==> config.mk <==
export PLATFORM = sky130hd
export DESIGN_NAME = dcsk_mod_serializer_flat
export DESIGN_NICKNAME = d
export VERILOG_FILES = /design/src/rtl/dcsk_pkg.sv /design/src/rtl/dcsk_mod_serializer_if.sv /design/src/rtl/dcsk_chaos_lfsr.sv /design/src/rtl/dcsk_mod_serializer.sv /design/src/flat_wrapper.sv
export SDC_FILE = /design/constraint.sdc
export NUM_CORES = 1
export LEC_CHECK = 0
export ABC_AREA = 1
export CAP_MARGIN = 10
export CORE_ASPECT_RATIO = 0.5
export CORE_MARGIN = 3
export CORE_UTILIZATION = 30
export CTS_CLUSTER_DIAMETER = 80
export CTS_CLUSTER_SIZE = 25
export DETAILED_ROUTE_END_ITERATION = 12
export MAX_ROUTING_LAYER = met4
export PLACE_DENSITY_LB_ADDON = 0.3
export SLEW_MARGIN = 40
export SYNTH_ARGS = -nofsm -noshare
export SYNTH_HDL_FRONTEND = slang
export SYNTH_HIERARCHICAL = 1
export SYNTH_SLANG_ARGS = --single-unit
==> constraint.sdc <==
create_clock -name Clk -period 6.28 [get_ports Clk]
set_input_delay 0.628 -clock Clk [delete_from_list [all_inputs] [get_ports Clk]]
set_output_delay 0.628 -clock Clk [all_outputs]
set_load 0.02 [all_outputs]
==> src/rtl/dcsk_pkg.sv <==
// Shared DCSK definitions: word length, chaos generator constants, FSM
// state type and spreading-factor decode. Also used by the demodulator.
package dcsk_pkg;

  localparam int WORDLEN    = 32;
  localparam int LFSR_W     = 16;
  localparam logic [LFSR_W-1:0] LFSR_SEED = 16'hACE1;
  localparam logic [LFSR_W-1:0] LFSR_TAPS = 16'hB400;

  // chip_idx counts up to beta-1 (max 15); bit_idx counts up to WORDLEN-1.
  localparam int CHIP_IDX_W = 4;
  localparam int BIT_IDX_W  = 5;

  typedef enum logic [1:0] {
    IDLE = 2'd0,
    REF  = 2'd1,
    DATA = 2'd2
  } mod_state_t;

  // Spread_Factor_Sel -> beta: 00=2, 01=4, 10=8, 11=16.
  function automatic logic [4:0] beta_of(input logic [1:0] sel);
    return 5'd2 << sel;
  endfunction

  // Index of the final chip of a half-bit (beta-1), sized for chip_idx.
  function automatic logic [CHIP_IDX_W-1:0] last_chip_of(input logic [1:0] sel);
    return CHIP_IDX_W'(beta_of(sel) - 5'd1);
  endfunction

endpackage

==> src/rtl/dcsk_mod_serializer_if.sv <==
// Word-in / chip-out bus of the DCSK modulator.
// Handshake: a word transfers on a rising Clk edge where In_Valid and
// In_Ready are both 1; In_Data and Spread_Factor_Sel are sampled on that
// same edge. In_Valid is ignored while In_Ready is 0, and the source may
// change In_Data freely while no transfer happens.
// Dbg_State mirrors the modulator FSM for checkers.
interface dcsk_mod_serializer_if;
  import dcsk_pkg::*;

  logic [WORDLEN-1:0] In_Data;
  logic               In_Valid;
  logic               In_Ready;
  logic [1:0]         Spread_Factor_Sel;
  logic               Out_Mod_Data;
  logic               Out_Valid;
  logic               Busy;
  mod_state_t         Dbg_State;

  modport slave (
    input  In_Data, In_Valid, Spread_Factor_Sel,
    output In_Ready, Out_Mod_Data, Out_Valid, Busy, Dbg_State
  );

  modport master (
    output In_Data, In_Valid, Spread_Factor_Sel,
    input  In_Ready, Out_Mod_Data, Out_Valid, Busy, Dbg_State
  );
endinterface

==> src/rtl/dcsk_chaos_lfsr.sv <==
// Fibonacci LFSR used as the chaotic reference source. Chip is the msb of
// the current state; En advances the register by one step.
module dcsk_chaos_lfsr #(
  parameter int           W    = 16,
  parameter logic [W-1:0] SEED = 16'hACE1,
  parameter logic [W-1:0] TAPS = 16'hB400
) (
  input  logic Clk,
  input  logic N_Rst,
  input  logic En,
  output logic Chip
);

  logic [W-1:0] lfsr_q, lfsr_d;

  // Shift left, feeding the parity of the tapped bits into bit 0.
  always_comb begin
    lfsr_d = lfsr_q;
    if (En) begin
      lfsr_d = {lfsr_q[W-2:0], ^(lfsr_q & TAPS)};
    end
  end

  // State register; a non-zero seed keeps the sequence away from all-zeros.
  always_ff @(posedge Clk or negedge N_Rst) begin
    if (!N_Rst) lfsr_q <= SEED;
    else        lfsr_q <= lfsr_d;
  end

  assign Chip = lfsr_q[W-1];

endmodule

==> src/rtl/dcsk_mod_serializer.sv <==
// Binary DCSK modulator. Each info bit (LSB first) is sent as beta chaotic
// reference chips followed by beta data chips (reference repeated for a 1,
// inverted for a 0). The FSM state names the kind of chip currently on the
// registered output, so the output registers are loaded from the next state.
module dcsk_mod_serializer
  import dcsk_pkg::*;
(
  input  logic                 Clk,
  input  logic                 N_Rst,
  dcsk_mod_serializer_if.slave bus
);

  mod_state_t             state_q, state_d;
  logic [CHIP_IDX_W-1:0]  chip_idx_q, chip_idx_d;
  logic [CHIP_IDX_W-1:0]  last_chip_q, last_chip_d;
  logic [BIT_IDX_W-1:0]   bit_idx_q, bit_idx_d;
  logic [WORDLEN-1:0]     word_q, word_d;
  logic [15:0]            ref_buf_q, ref_buf_d;
  logic                   out_chip_q, out_chip_d;
  logic                   out_valid_q, out_valid_d;
  logic                   busy_q, busy_d;
  logic                   lfsr_en, lfsr_chip;
  logic                   in_ready, accept;
  logic                   chip_last, word_last;

  dcsk_chaos_lfsr #(
    .W    (LFSR_W),
    .SEED (LFSR_SEED),
    .TAPS (LFSR_TAPS)
  ) u_lfsr (
    .Clk   (Clk),
    .N_Rst (N_Rst),
    .En    (lfsr_en),
    .Chip  (lfsr_chip)
  );

  assign chip_last = (chip_idx_q == last_chip_q);
  assign word_last = (bit_idx_q == BIT_IDX_W'(WORDLEN - 1));

  // FSM next state, counters and word capture; accept overrides so the
  // final data chip can chain straight into the next word's reference.
  always_comb begin
    state_d     = state_q;
    chip_idx_d  = chip_idx_q;
    bit_idx_d   = bit_idx_q;
    word_d      = word_q;
    last_chip_d = last_chip_q;
    in_ready    = 1'b0;
    case (state_q)
      IDLE: in_ready = 1'b1;
      REF: begin
        if (chip_last) begin
          state_d    = DATA;
          chip_idx_d = '0;
        end else begin
          chip_idx_d = chip_idx_q + 4'd1;
        end
      end
      DATA: begin
        if (chip_last) begin
          chip_idx_d = '0;
          if (!word_last) begin
            bit_idx_d = bit_idx_q + 5'd1;
            state_d   = REF;
          end else begin
            in_ready = 1'b1;
            state_d  = IDLE;
          end
        end else begin
          chip_idx_d = chip_idx_q + 4'd1;
        end
      end
      default: state_d = IDLE;
    endcase
    accept = in_ready & bus.In_Valid;
    if (accept) begin
      state_d     = REF;
      chip_idx_d  = '0;
      bit_idx_d   = '0;
      word_d      = bus.In_Data;
      last_chip_d = last_chip_of(bus.Spread_Factor_Sel);
    end
  end

  // Chip selection for the cycle being entered: a fresh LFSR chip (also
  // stored for the data half) or a stored reference chip XNOR the info bit.
  always_comb begin
    lfsr_en    = (state_d == REF);
    ref_buf_d  = ref_buf_q;
    out_chip_d = 1'b0;
    case (state_d)
      REF: begin
        out_chip_d            = lfsr_chip;
        ref_buf_d[chip_idx_d] = lfsr_chip;
      end
      DATA:    out_chip_d = ref_buf_q[chip_idx_d] ~^ word_q[bit_idx_d];
      default: out_chip_d = 1'b0;
    endcase
    out_valid_d = (state_d != IDLE);
    busy_d      = (state_d != IDLE);
  end

  // State and output registers; reset aborts any word in flight.
  always_ff @(posedge Clk or negedge N_Rst) begin
    if (!N_Rst) begin
      state_q     <= IDLE;
      chip_idx_q  <= '0;
      bit_idx_q   <= '0;
      last_chip_q <= '0;
      word_q      <= '0;
      ref_buf_q   <= '0;
      out_chip_q  <= 1'b0;
      out_valid_q <= 1'b0;
      busy_q      <= 1'b0;
    end else begin
      state_q     <= state_d;
      chip_idx_q  <= chip_idx_d;
      bit_idx_q   <= bit_idx_d;
      last_chip_q <= last_chip_d;
      word_q      <= word_d;
      ref_buf_q   <= ref_buf_d;
      out_chip_q  <= out_chip_d;
      out_valid_q <= out_valid_d;
      busy_q      <= busy_d;
    end
  end

  assign bus.In_Ready     = in_ready;
  assign bus.Out_Mod_Data = out_chip_q;
  assign bus.Out_Valid    = out_valid_q;
  assign bus.Busy         = busy_q;
  assign bus.Dbg_State    = state_q;

endmodule
==> src/flat_wrapper.sv <==
// flat-port wrapper written by rule: the top's interface ports become plain ports
module dcsk_mod_serializer_flat import dcsk_pkg::*;
  (Clk, N_Rst, bus_In_Data, bus_In_Valid, bus_Spread_Factor_Sel, bus_In_Ready, bus_Out_Mod_Data, bus_Out_Valid, bus_Busy, bus_Dbg_State);
  dcsk_mod_serializer_if bus_i ();
  input  logic Clk;
  input  logic N_Rst;
  input wire logic [$bits(bus_i.In_Data)-1:0] bus_In_Data;
  input wire logic [$bits(bus_i.In_Valid)-1:0] bus_In_Valid;
  input wire logic [$bits(bus_i.Spread_Factor_Sel)-1:0] bus_Spread_Factor_Sel;
  output wire logic [$bits(bus_i.In_Ready)-1:0] bus_In_Ready;
  output wire logic [$bits(bus_i.Out_Mod_Data)-1:0] bus_Out_Mod_Data;
  output wire logic [$bits(bus_i.Out_Valid)-1:0] bus_Out_Valid;
  output wire logic [$bits(bus_i.Busy)-1:0] bus_Busy;
  output wire logic [$bits(bus_i.Dbg_State)-1:0] bus_Dbg_State;
  assign bus_i.In_Data = bus_In_Data;
  assign bus_i.In_Valid = bus_In_Valid;
  assign bus_i.Spread_Factor_Sel = bus_Spread_Factor_Sel;
  assign bus_In_Ready = bus_i.In_Ready;
  assign bus_Out_Mod_Data = bus_i.Out_Mod_Data;
  assign bus_Out_Valid = bus_i.Out_Valid;
  assign bus_Busy = bus_i.Busy;
  assign bus_Dbg_State = bus_i.Dbg_State;
  dcsk_mod_serializer u_core (.Clk(Clk), .N_Rst(N_Rst), .bus(bus_i));
endmodule
# == Yosys cells after proc, flatten, opt, wreduce, memory -nomap -nowiden ==
# Cells that the tools add are included.
# word_totals
register_bits,81
out_inout_bits,6
# classes
shift,1
n_reduce_logical,5
n_lt_le_gt_ge,3
addsub,3
bitwise,2
muxes,23
eq_ne,6
# ops
operator,count
5-bit 2-to-1 mux,4
16-bit bitwise mux,1
16-bit XOR reduction,1
4-bit 2-to-1 mux,3
"5-bit by 6-bit less-than comparator with 1-bit output, second input constant",1
1-bit 2-to-1 mux,6
2-bit 2-to-1 mux,3
2-bit one-hot mux with 3 select lines,1
"5-bit by 1-bit adder with 5-bit output, second input constant",1
1-bit binary-select mux with 5-bit select,1
"5-bit == test, second input constant",1
"4-bit by 5-bit less-than comparator with 1-bit output, second input constant",1
"4-bit by 1-bit adder with 4-bit output, second input constant",1
1-bit binary-select mux with 4-bit select,1
1-bit demux with 4-bit select,1
"2-bit by 1-bit == test with 1-bit output, second input constant",2
"2-bit == test, second input constant",2
4-bit == test,1
"4-bit by 1-bit >= comparator with 1-bit output, second input constant",1
1-bit one-hot mux with 2 select lines,2
"2-bit by 2-bit left shift with 4-bit output, first input constant",1
"4-bit by 1-bit subtractor with 4-bit output, second input constant",1
2-bit zero test,1
2-bit nonzero test,1
other kinds (4),4

# == Logic depth before layout (Yosys ltp) ==
# depth
word_depth,11
mapped_depth,21
mapped_depth_nobuf,21

# == Cells and area by module ==
# Netlist, hierarchy kept.
# by_module_without_submodules
mod,instances,cells_per_inst,area_each_um2
dcsk_mod_serializer,1,463,3570.9
dcsk_chaos_lfsr,1,76,709.4

# == Least setup slack after synthesis ==
# No wires, ideal clock.
# synth_timing
path_kind,reg-to-reg
from,"register u_core.state_q[0], in the netlist u_core/bus.Dbg_State[0]"
to,register u_core.ref_buf_q[10]
t_arrival_ns,2.486
setup_slack_ns,3.712
synth_period_minus_slack_ns,2.568
setup_time_ns,0.082
required_ns,6.198
path_stages_with_launch,14
path_cell_list,dfrtp_1 inv_1 ha_1 nand4_2 nand2_2 nand2_4 buf_6 buf_6 nand3_1 ha_1 inv_1 nor3_2 a21oi_1 a31oi_1
# synth_between
word_cells_on_any_way,19
classes_between,2 x order compare; 3 x eq/ne; 10 x mux; 1 x bitwise; 3 x reduce/logical
# synth_rtl
item,line_no,source
"start, declared",dcsk_mod_serializer.sv:13,"mod_state_t state_q, state_d;"
"start signal, assigned",dcsk_mod_serializer.sv:116,state_q <= state_d;
2-bit == test / 2-bit zero test (equally long branches),dcsk_mod_serializer.sv:49,case (state_q)
1-bit one-hot mux with 2 select lines (*),dcsk_mod_serializer.sv:49,
named net bus_In_Ready,flat_wrapper.sv:10,output wire logic [$bits(bus_i.In_Ready)-1:0] bus_In_Ready;
1-bit AND (*),dcsk_mod_serializer.sv:75,accept = in_ready & bus.In_Valid;
2-bit 2-to-1 mux (*),dcsk_mod_serializer.sv:76,if (accept) begin
2-bit by 1-bit == test with 1-bit output (*),n/a,
named net u_core.lfsr_en,dcsk_mod_serializer.sv:22,"logic lfsr_en, lfsr_chip;"
"end signal, assigned",dcsk_mod_serializer.sv:121,ref_buf_q <= ref_buf_d;
"end, declared",dcsk_mod_serializer.sv:18,"logic [15:0] ref_buf_q, ref_buf_d;"
# Mark *: on every way through the listed nets, which the timed path passes. The rest lies on a longest branch.
# A chain may end at the register's enable or synchronous reset.

# == Final worst setup path ==
# layout_timing
from,register u_core.bit_idx_q[0]
to,register u_core.ref_buf_q[14]
# layout_between
word_cells_on_any_way,17
classes_between,2 x order compare; 2 x eq/ne; 11 x mux; 1 x bitwise; 1 x reduce/logical
# layout_rtl
item,line_no,source
"start, declared",dcsk_mod_serializer.sv:16,"logic [BIT_IDX_W-1:0] bit_idx_q, bit_idx_d;"
"start signal, assigned",dcsk_mod_serializer.sv:118,bit_idx_q <= bit_idx_d;
5-bit == test (*),dcsk_mod_serializer.sv:38,assign word_last = (bit_idx_q == BIT_IDX_W'(WORDLEN - 1));
1-bit 2-to-1 mux,dcsk_mod_serializer.sv:62,if (!word_last) begin
1-bit 2-to-1 mux,dcsk_mod_serializer.sv:60,if (chip_last) begin
1-bit one-hot mux with 2 select lines,dcsk_mod_serializer.sv:49,
1-bit AND,dcsk_mod_serializer.sv:75,
2-bit 2-to-1 mux (*),dcsk_mod_serializer.sv:76,
2-bit by 1-bit == test with 1-bit output (*),n/a,
named net u_core.lfsr_en,dcsk_mod_serializer.sv:22,
# Marked as above.

==> qor.txt <==
Clock skew: 0.00515 ns
Post-CTS Resized: 0
Leakage power: 2.51 nW
Worst slew pin tran: 0.711 ns
Drt drc: 0
Register area share after synthesis: 0.476
Power Dens Cells: 515 nW/um2
Cell with the most instances after synthesis: nand2_1
I/O Buffers: 42
Mapped Avg Cell Area: 7.94 um2
Number of global-route vias before repair: 3307
Critical R2R Launch: u_core/bit_idx_q[0]
Height of the die: 90.5 um
Die area: 15800 um2
Max_cap viols: 0
Max FO, Critical Path: 48
CTS Buf Count: 9
First-pass GRT wire length: 16100 um
Vias: 3467
# H-tree levels: 3
Most instantiated cells after synthesis: nand2_1 (227), dfrtp_1 (73), inv_1 (45), nand3_1 (45), a21oi_1 (18)
Post-route ant nets: 0
GR Util met1: 0.173
Core area: 13700 um2
Fraction of registers with async set/reset: 1.00
I/O pin total: 43
CTS root buffer: clkbuf_16
Reg2Reg Depth: 12
Reg clk slew, reported paths: 0.06 ns
Pin count of the biggest net entering global routing: 82
Vias/cell: 4.47
Ys flop type: dfrtp_1
Final Cycle Share: 0.582
Starting Density: 0.312
Worst setup EP type: flop
DRT Pass-1 Iters: 4
Area of the multi-input gates: 1910 um2
Worst min-delay path class: in2async
Reg area: 2040 um2
Final net count: 624
Cell Count Post-Placement: 758
Max Root-Sink Buffers: 2
Clk sinks: 81
Reg2reg setup slack: 2.62 ns
Crit path required time: 6.53 ns
Antenna cell count: 0
RSZ-0062 raised after global routing: false
Syn nets: 585
Fin cells: 775
CTS tree: done
Max-slew violation count: 0
Initial antenna violation count: 0
GR Util met3: 0.0315
Max Freq: 274 MHz
Final-report hold violation count: 0
Critical path arrival: 3.90 ns
Grt total ovfl: 0
Area leader, netlist: dfrtp_1
Synth top area share: 0.427
CP max stage cell: ha_1
Skew-Pair Late Insertion Delay: 0.33 ns
GR Layer Usage met2: 0.188
Yosys warns: 6
Routed len/inst: 11.9 um
Path type of the worst setup path: reg2reg
Syn Inst Count: 539
Sum Neg Setup Slack: 0 ns
FF-to-FF End: u_core/ref_buf_q[14]
GRT Max-Usage Layer: met2
Rows: 30
Layout cells sized above 1: 0.117
Post-synth EDFFs: 0
Setup crit start kind: flop
Run status: finished clean
Iter 0 DRT Violations: 166
Peak supply drop: 0.166 mV
Post-Route WL: 9260 um
Critical path's largest stage delay: 0.65 ns
Cells along the critical path: ha_1, nand3_1, nor2_1, nand4_2, nand2_2, nand2_4, nand3_1, ha_1, inv_1, nor3_2, a21oi_1, a31oi_1
Post-Syn Area: 4280 um2
Hold_buf cts: 0
Area contributors post-synth: dfrtp_1 (43%), nand2_1 (20%), nand3_1 (5.3%)
Crit path to: u_core/ref_buf_q[14]
Yosys reg bits: 81
Fin crit period: 3.66 ns
CP startpoint: u_core/bit_idx_q[0]
HPWL after detailed placement: 6300 um
GRT Overall Usage: 0.127
P&R area growth vs syn: 20.9%
Slew HR: 0.526
Yosys cell types: 35
Chip width: 175 um
Setup violations, final: 0
Setup repair bufs after CTS: 0
Hold Worst Slack: 0.145 ns
Fill cells: 1469
RD Place Congestion: 0.800
[area by class of cell]
| cell class | instances | share of cell area |
|---|---|---|
| Sequential cell | 81 | 0.394 |
| Multi-Input combinational cell | 386 | 0.369 |
| Tap cell | 192 | 0.0464 |
| Timing Repair Buffer | 45 | 0.0926 |
| Clock buffer | 12 | 0.0476 |
| Clock inverter | 4 | 0.00991 |
| Inverter | 55 | 0.0409 |
[worst max-delay path: cells and delay by family, from the launching register on]
family	cells	cell delay (ns)
simple gates	7	1.67
flops	1	0.38
compound gates	2	0.31
fa+ha+maj	2	0.85
buf+inv	1	0.33
[cell families (layout without fill, tap and decap cells)]
logic type,after synthesis,after routing,synth area share
AOI/OAI and AO/OA,60,60,0.0819
xor gates and xnor gates,3,3,0.00614
adders and majority gates,9,9,0.0263
buffers and inverters,72,116,0.0798
DFF,81,81,0.476
and+or+nand+nor,314,314,0.330
[worst min path at each step]
stage	start	end	slack, ns	cells after the start
after global placement	u_core/u_lfsr/lfsr_q[0]	u_core/u_lfsr/lfsr_q[0]	0.46	2
after CTS	N_Rst	u_core/word_q[29]	0.37	1
after floorplan	N_Rst	u_core/bit_idx_q[0]	0.33	0
final	N_Rst	u_core/ref_buf_q[3]	0.14	1
after global routing	N_Rst	u_core/chip_idx_q[0]	0.15	1
after detailed placement	u_core/u_lfsr/lfsr_q[0]	u_core/u_lfsr/lfsr_q[0]	0.46	2
[registers in the layout, indices dropped and copies added (netlist names)]
name / flops
u_core/ref_buf_q: 16
u_core/bus.Busy: 1
u_core/bit_idx_q: 5
u_core/chip_idx_q: 4
u_core/u_lfsr/lfsr_q: 16
u_core/last_chip_q: 4
u_core/bus.Out_Mod_Data: 1
u_core/word_q: 32
u_core/bus.Dbg_State: 2
[per-stage QoR]
| stage | worst slack, ns | instance area (um2) | power, mW | utilization |
|---|---|---|---|---|
| after floorplan | 3.71 | 4280 | 1.90 | - |
| after global placement | 2.15 | 4820 | 2.11 | 0.351 |
| after detailed placement | 2.56 | 4850 | 2.15 | 0.353 |
| after CTS | 2.59 | 5150 | 2.69 | 0.375 |
| after global routing | 2.24 | 5170 | 2.92 | 0.377 |
| final | 2.62 | 5170 | 2.66 | 0.377 |
[placed cells by master, fill, tap and decap left out, types with 2 or more instances in the layout]
master	Yosys	layout
nand2_1	227	227
dfrtp_1	73	73
inv_1	45	45
nand3_1	45	45
clkdlybuf4s50_1	0	41
a21oi_1	18	18
o21ai_0	16	16
a31oi_1	16	16
nor2_1	10	10
clkbuf_16	0	9
inv_2	9	9
ha_1	9	9
dfstp_2	8	8
nand2_2	5	5
o21ai_2	5	5
nor2_2	4	4
nor2_4	4	4
nand4_1	3	3
nand2_4	3	3
xor2_1	3	3
nand3b_1	3	3
nor3_2	3	3
clkbuf_1	8	2
inv_6	1	2
o21ai_1	2	2
nand3_2	2	2
nor3_4	2	2
buf_8	0	2
[where the power goes]
part / switching (mW) / total (mW) / internal [mW] / leakage (nW)
combinational: 0.846 / 1.27 / 0.419 / 1.36
sequential: 0.123 / 0.872 / 0.749 / 1.01
clock: 0.207 / 0.526 / 0.320 / 0.143
[per-layer routing]
| layer | vias up | share of wire |
|---|---|---|
| li1 | 1788 | - |
| met1 | 1625 | 0.51 |
| met2 | 52 | 0.46 |
| met3 | 2 | 0.033 |
| met4 | 0 | 0.0041 |
| met5 | - | 0 |
Note: power is estimated with default switching activity, not from simulation.
